**src/rtl/fir_pkg.sv**
```systemverilog
// Shared FIR definitions: FSM state encoding and the index-width helper
// used to size tap/pointer fields across the FIR blocks.
package fir_pkg;

    typedef enum logic {
        ST_IDLE = 1'b0,
        ST_READ = 1'b1
    } state_t;

    // Bits needed to index n entries, never less than one.
    function automatic int fir_clog2(input int n);
        int r;
        r = 0;
        for (int v = n - 1; v > 0; v = v >> 1) r++;
        return (r < 1) ? 1 : r;
    endfunction

endpackage

```
**src/rtl/fir_sample_ram.sv**
```systemverilog
// TAPS x WIDTH sample register file: one write port, one asynchronous read
// port, synchronously cleared so an unfilled history reads as zeros.
module fir_sample_ram #(
    parameter int WIDTH = 8,
    parameter int TAPS  = 8,
    parameter int AW    = 3
) (
    input  logic             clk,
    input  logic             rst,
    input  logic             we,
    input  logic [AW-1:0]    waddr,
    input  logic [WIDTH-1:0] wdata,
    input  logic [AW-1:0]    raddr,
    output logic [WIDTH-1:0] rdata
);

    logic [TAPS-1:0][WIDTH-1:0] r_mem;

    always_ff @(posedge clk) begin
        if (rst) begin
            r_mem <= '0;
        end else if (we) begin
            r_mem[waddr] <= wdata;
        end
    end

    assign rdata = r_mem[raddr];

endmodule

```
**src/rtl/fir_tap_reader.sv**
```systemverilog
// Circular sample history: each accepted sample overwrites the oldest entry,
// then the whole history is streamed newest-first to the serial MAC stage.
module fir_tap_reader
    import fir_pkg::*;
#(
    parameter int WIDTH = 8,
    parameter int TAPS  = 8,
    localparam int AW   = fir_clog2(TAPS)
) (
    input  logic             clk,
    input  logic             rst,
    input  logic             in_valid,
    input  logic [WIDTH-1:0] in_data,
    output logic             in_ready,
    output logic             out_valid,
    output logic [WIDTH-1:0] out_data,
    output logic [AW-1:0]    out_tap,
    output logic             out_last,
    input  logic             out_ready
);

    localparam logic [AW-1:0] LAST_IDX = AW'(TAPS - 1);
    localparam logic [AW-1:0] ONE      = AW'(1);

    state_t          r_state, w_state_nxt;
    logic [AW-1:0]   r_wr_ptr, w_wr_ptr_nxt;
    logic [AW-1:0]   r_rd_ptr, w_rd_ptr_nxt;
    logic [AW-1:0]   r_k, w_k_nxt;
    logic            w_we;
    logic [WIDTH-1:0] w_rdata;

    fir_sample_ram #(
        .WIDTH (WIDTH),
        .TAPS  (TAPS),
        .AW    (AW)
    ) u_ram (
        .clk   (clk),
        .rst   (rst),
        .we    (w_we),
        .waddr (r_wr_ptr),
        .wdata (in_data),
        .raddr (r_rd_ptr),
        .rdata (w_rdata)
    );

    always_ff @(posedge clk) begin
        if (rst) begin
            r_state  <= ST_IDLE;
            r_wr_ptr <= '0;
            r_rd_ptr <= '0;
            r_k      <= '0;
        end else begin
            r_state  <= w_state_nxt;
            r_wr_ptr <= w_wr_ptr_nxt;
            r_rd_ptr <= w_rd_ptr_nxt;
            r_k      <= w_k_nxt;
        end
    end

    // Pointer wraps are explicit so non-power-of-two depths stay exact.
    always_comb begin
        w_state_nxt  = r_state;
        w_wr_ptr_nxt = r_wr_ptr;
        w_rd_ptr_nxt = r_rd_ptr;
        w_k_nxt      = r_k;
        w_we         = 1'b0;
        case (r_state)
            ST_IDLE: begin
                if (in_valid) begin
                    w_we         = 1'b1;
                    w_rd_ptr_nxt = r_wr_ptr;
                    w_wr_ptr_nxt = (r_wr_ptr == LAST_IDX) ? '0 : r_wr_ptr + ONE;
                    w_k_nxt      = '0;
                    w_state_nxt  = ST_READ;
                end
            end
            ST_READ: begin
                if (out_ready) begin
                    if (r_k == LAST_IDX) begin
                        w_state_nxt = ST_IDLE;
                    end else begin
                        w_k_nxt      = r_k + ONE;
                        w_rd_ptr_nxt = (r_rd_ptr == '0) ? LAST_IDX : r_rd_ptr - ONE;
                    end
                end
            end
            default: w_state_nxt = ST_IDLE;
        endcase
    end

    // Output fields are zeroed outside READ so idle reads back as reset values.
    assign in_ready  = (r_state == ST_IDLE);
    assign out_valid = (r_state == ST_READ);
    assign out_data  = out_valid ? w_rdata : '0;
    assign out_tap   = out_valid ? r_k : '0;
    assign out_last  = out_valid && (r_k == LAST_IDX);

endmodule

```
**config.mk**
```make
export PLATFORM = sky130hd
export DESIGN_NAME = fir_tap_reader
export DESIGN_NICKNAME = d
export VERILOG_FILES = /design/src/rtl/fir_pkg.sv /design/src/rtl/fir_sample_ram.sv /design/src/rtl/fir_tap_reader.sv
export SDC_FILE = /design/constraint.sdc
export NUM_CORES = 1
export LEC_CHECK = 0
export ABC_AREA = 1
export CORE_UTILIZATION = 53
export CTS_CLUSTER_DIAMETER = 100
export CTS_CLUSTER_SIZE = 10
export DETAILED_ROUTE_END_ITERATION = 12
export HOLD_SLACK_MARGIN = 0.03
export PLACE_DENSITY = 0.76
export SLEW_MARGIN = 20
export SYNTH_ARGS = -nofsm -noshare
export SYNTH_HDL_FRONTEND = slang
export SYNTH_SLANG_ARGS = --single-unit
export TNS_END_PERCENT = 10
```
**constraint.sdc**
```tcl
create_clock -name clk -period 1.5 [get_ports clk]
set_input_delay 0.3 -clock clk [delete_from_list [all_inputs] [get_ports clk]]
set_output_delay 0.3 -clock clk [all_outputs]
set_load 0.005 [all_outputs]
```
Word level (Yosys, flattened, before mapping)
Index checks and enable logic that the tools add are counted.

operators by class
  $add $sub $neg = 3
  magnitude comparators = 3
  equality and inequality tests = 5
  multiplexer cells = 22
  bitwise logic cells = 1
  reductions and logical operators = 5

operators with widths
  cell                                                                                  count
  64-bit bitwise mux                                                                    1
  3-bit 2-to-1 mux                                                                      9
  8-bit binary-select mux with 3-bit select                                             1
  8-bit demux with 3-bit select                                                         1
  8-bit 2-to-1 mux                                                                      3
  3-bit case mux with 2 select lines                                                    2
  3-bit by 4-bit less-than comparator with 1-bit output (second input constant)         2
  3-bit by 1-bit adder with 3-bit output (second input constant)                        2
  3-bit == test (second input constant)                                                 2
  2-bit != test (second input constant)                                                 3
  1-bit 2-to-1 mux                                                                      4
  3-bit by 1-bit greater-or-equal comparator with 1-bit output (second input constant)  1
  3-bit zero test                                                                       1
  3-bit AND reduction                                                                   1
  3-bit by 1-bit subtractor with 3-bit output (second input constant)                   1
  1-bit logical AND                                                                     2
  1-bit case mux with 2 select lines                                                    1
  2-bit AND reduction                                                                   1
  1-bit NOT                                                                             1

word-level totals
  register bits after elaboration = 74
  output and inout bits = 14
  logic and storage cells = 51

Longest topological paths before layout
  depth in word-level cells = 5
  gate-level depth with buffers = 10
  mapped depth without buffers = 9

Hierarchy
A second synthesis with hierarchy kept.

second synthesis, totals
  cell total of the unflattened synthesis = 608
  area, all modules = 3861.2 um2

modules (own cells, without submodules)
  module          times used  cells an instance  area an instance (um2)  seq. area each (um2)
  fir_sample_ram  1           504                3189.3                  1281.2
  fir_tap_reader  1           104                671.9                   200.2

Worst setup path before layout
Ideal clock, no wire load.

  path type = register to register
  start = register r_rd_ptr[1]
  end = register r_rd_ptr[1]
  setup time = 0.070 ns
  arrival = 1.376 ns
  path slack = 0.054 ns
  stages on the path, launching flop included = 8
  path buffers = 2
  clock period less this slack = 1.446 ns
  cell sequence = dfxtp_1 buf_2 clkinv_1 buf_2 ha_1 o21ai_0 nand2_1 a21oi_1

between the ends
  word-level cells in the longest chain between the ends = 5
  elaborated cells between the ends (all ways) = 6
  classes of those cells = add/sub: 1; mux: 4; reduce/logical: 1

ends and longest elaborated chain
  item                                                                                   line                  RTL
  from (decl)                                                                            fir_tap_reader.sv:27  logic [AW-1:0] r_rd_ptr, w_rd_ptr_nxt;
  from (signal assigned)                                                                 fir_tap_reader.sv:55  r_rd_ptr <= w_rd_ptr_nxt;
  3-bit by 1-bit subtractor with 3-bit output / 3-bit zero test (equally long branches)  fir_tap_reader.sv:83  w_rd_ptr_nxt = (r_rd_ptr == '0) ? LAST_IDX : r_rd_ptr - ONE;
  3-bit 2-to-1 mux (*)                                                                   fir_tap_reader.sv:83
  3-bit 2-to-1 mux (*)                                                                   fir_tap_reader.sv:79  if (r_k == LAST_IDX) begin
  3-bit 2-to-1 mux (*)                                                                   fir_tap_reader.sv:78  if (out_ready) begin
  3-bit case mux with 2 select lines (*)                                                 fir_tap_reader.sv:67  case (r_state)

Every way passes the cells marked *; elsewhere a longest branch is shown, timed or not. The select of a mux whose other input is x is not followed.
A chain may end at the register's enable or synchronous reset.

Worst setup path after layout
  start = register r_rd_ptr[0]
  end = output out_data[1]

between the ends
  word-level cells in the longest chain between the ends = 3

ends and longest elaborated chain
  item                                       line                  RTL
  8-bit binary-select mux with 3-bit select  fir_sample_ram.sv:27  assign rdata = r_mem[raddr];
  8-bit 2-to-1 mux (implied by the code)     fir_sample_ram.sv:27
  8-bit 2-to-1 mux                           fir_tap_reader.sv:94  assign out_data = out_valid ? w_rdata : '0;
  to (decl)                                  fir_tap_reader.sv:16  output logic [WIDTH-1:0] out_data,

Every way passes these cells. The select of a mux whose other input is x is not followed.

==> impl_metrics.csv <==
group,metric,value,unit
cts,clock_latency,0.35,ns
worst_setup_path,cp.required,1.20,ns
final_layout,multiInputGateArea,1880,µm²
place,detailed_place_hpwl,6.93,mm
final_layout,stdcell_count,721,
worst_setup_path,cp_max_fo,6,
drt,routed_via_density,5.32,
drt,drt_iter0_drc,321,
cts,root_buffer,"clkbuf_8",
pwr,total_power,4.62,mW
die,dieArea,7280,µm²
drt,dr.pass1.iters,5,
sta,min_period,1.82,ns
synthesis,ys_seq_area_share,40.3,%
final_layout,syn_to_final_growth,28.4,%
drt,vias,3838,
drt,drcViolationCount,0,
synthesis,synth_top_family_by_area,"simple AND/OR/NAND/NOR gates",
min_path,worstHoldStart,"u_ram.r_mem[36]",
cts,cts_inserted_buffers,9,
cts,clkTransAtPathRegs,0.07,ns
drt,ant_nets,0,
pwr,peakVddDrop,701,µV
synthesis,synthAdderAreaFrac,2.04,%
synthesis,syn_area,3680,µm²
die,num_rows,29,
worst_setup_path,cp-startpoint,"r_rd_ptr[0]",
place,dpl.cell_count,700,
sta,clock_skew,0.0104,ns
place,io_buffers,25,
final_layout,seq_area,1490,µm²
die,core,6530,µm²
cts,cts.sinks,74,
synthesis,ys_warn_count,0,
pwr,p_leak,2.12,nW
final_layout,n_fill_cell,509,
worst_setup_path,r2r_start,"r_rd_ptr[0]",
sta,max_freq,548,MHz
synthesis,synth_mux_area_share,0,%
sta,hold_violations,0,
synthesis,synth_compound_area_share,10.9,%
cts,htree_levels,3,
global_routing,grt-ovfl-total,0,
synthesis,avgSynthCellArea,6.33,µm²
synthesis,synth_nets,599,
synthesis,ys_ff_latch,74,
global_routing,grt_use_total,28.9,%
worst_setup_path,reg2regPathDepth,10,
drt,drt-wirelength-per-cell,14.5,µm
min_path,hold_depth,2,
sta,rsz0062_at_grt,"yes",
worst_setup_path,path_class,"reg2out",
status,violations,"negative setup slack",
status,outcome,"finished, violations left",
min_path,hold_path_class,"reg2reg",
worst_setup_path,cp-end-kind,"primary output",
die,start_util,56.3,%
global_routing,grt_pass1_wl,16.3,mm
final_layout,drive_above_1_share,20.0,%
pwr,power_density,980,nW/µm²
die,die_w,85.3,µm
synthesis,synth-xor-area-share,0,%
sta,worst_pin_slew,0.495,ns
cts,clock_path_buffers,2,
final_layout,num_antenna_cells,0,
global_routing,grt_max_degree,39,
global_routing,antenna_found_initial,0,
sta,maxSlewViolCount,0,
cts,cts_tree,"yes",
worst_setup_path,worst_setup_path_start_kind,"flip-flop",
final_layout,fin_area,4720,µm²
place,pre_cts_ws,-0.395,ns
sta,period_share,122,%
place,post_dp_cell_area,4320,µm²
synthesis,netlist-cell-type-count,20,
place,place_congestion,0.917,
sta,slew_headroom,66.9,%
sta,setup_viol,9,
final_layout,nets,658,
drt,finalWirelength,10.5,mm
die,die_h,85.3,µm
global_routing,grt_pass1_vias,3407,
job,maxCapViolCount,0,
worst_setup_path,critPathArrivalTime,1.52,ns
synthesis,synthSimpleGateAreaFrac,34.5,%
synthesis,synthCells,581,
sta,fin_ws,-0.324,ns
die,io_pins,26,
placed cells by master, fill, tap and decap left out, drive strengths merged:
cell,n
buf,51
inv,88
clkinvlp,1
nand3,48
and3,1
bufinv,1
o21ai,72
clkbuf,17
dfxtp,74
nor2,156
ha,6
dlygate4sd2,2
clkdlybuf4s50,11
nand2,102
clkinv,4
a21oi,8
clkdlybuf4s15,2
cell type report:
type / instances / share of cell area [%]
multi-input cells: 393 / 39.8
clock inverters: 2 / 0.795
flip-flops and latches: 74 / 31.6
well taps: 77 / 2.04
inverters: 92 / 7.55
repair buffers: 70 / 15.1
clock buffers: 13 / 3.15
worst max-delay path, cell delays in order (launching register included):
cell     delay, ns
dfxtp_4       0.39
buf_12        0.14
buf_12        0.13
nand2_1       0.07
nand3_1       0.08
nand2_1       0.08
nor2_1        0.04
nor2_1        0.11
buf_2         0.13
synthesized netlist by cell type (all sizes together):
master  count  share of area (%)
ha          6                2.0
clkbuf     12                1.2
clkinv      4               0.51
nor2      156                 17
inv        88                9.0
buf        10                1.5
nand2     102                 11
and3        1               0.17
dfxtp      74                 40
a21oi       8                1.1
o21ai      72                9.8
nand3      48                6.9
registers in the layout, indices dropped and copies added (netlist names):
signal / flops
r_rd_ptr: 3
u_ram.r_mem: 64
r_k: 3
r_wr_ptr: 3
out_valid: 1
final timing paths:
path | slack, ns | to
hold reg to reg | 0.48 | u_ram.r_mem[36]
setup / recovery | -0.32 | out_data[1]
setup reg to reg | 0.09 | r_rd_ptr[2]
hold / removal | 0.48 | u_ram.r_mem[36]
report_power, final:
group	switching (mW)	leakage [nW]	internal [mW]	total (mW)
sequential	0.0567	0.603	2.04	2.10
clock	0.723	0.0897	0.808	1.53
combinational	0.566	1.43	0.430	0.995
per-stage QoR:
step | utilization [%] | hold WS, ns | TNS [ns]
finish | 72.3 | 0.481 | -2.41
global route | 72.3 | 0.510 | -2.80
CTS | 69.3 | 0.487 | -2.15
detailed placement | 66.1 | 0.472 | -11.65
global placement | 66.1 | 0.464 | -10.06
floorplan | - | 0.369 | 0
layer usage:
| layer | global-route usage, % | wire [µm] |
|---|---|---|
| met2 | 48.7 | 5100 |
| met5 | 0 | 0 |
| met3 | 3.50 | 663 |
| met4 | 12.4 | 190 |
| met1 | 37.5 | 4510 |
repair_timing:
action                                  in CTS  in global routing
gates cloned                                 1                  2
endpoints found under the setup margin      15                 27
hold buffers                                 0                  0
buffers inserted                             0                  3
gates resized for setup                     63                 42
pin swaps                                   10                 21
cell families (layout without fill, tap and decap cells):
logic type,after synthesis,after routing
and+or+nand+nor,307,307
buffers and inverters,114,177
adders and majority gates,6,6
DFF,74,74
AOI/OAI and AO/OA,80,80
Note: power is estimated with default switching activity, not from simulation.
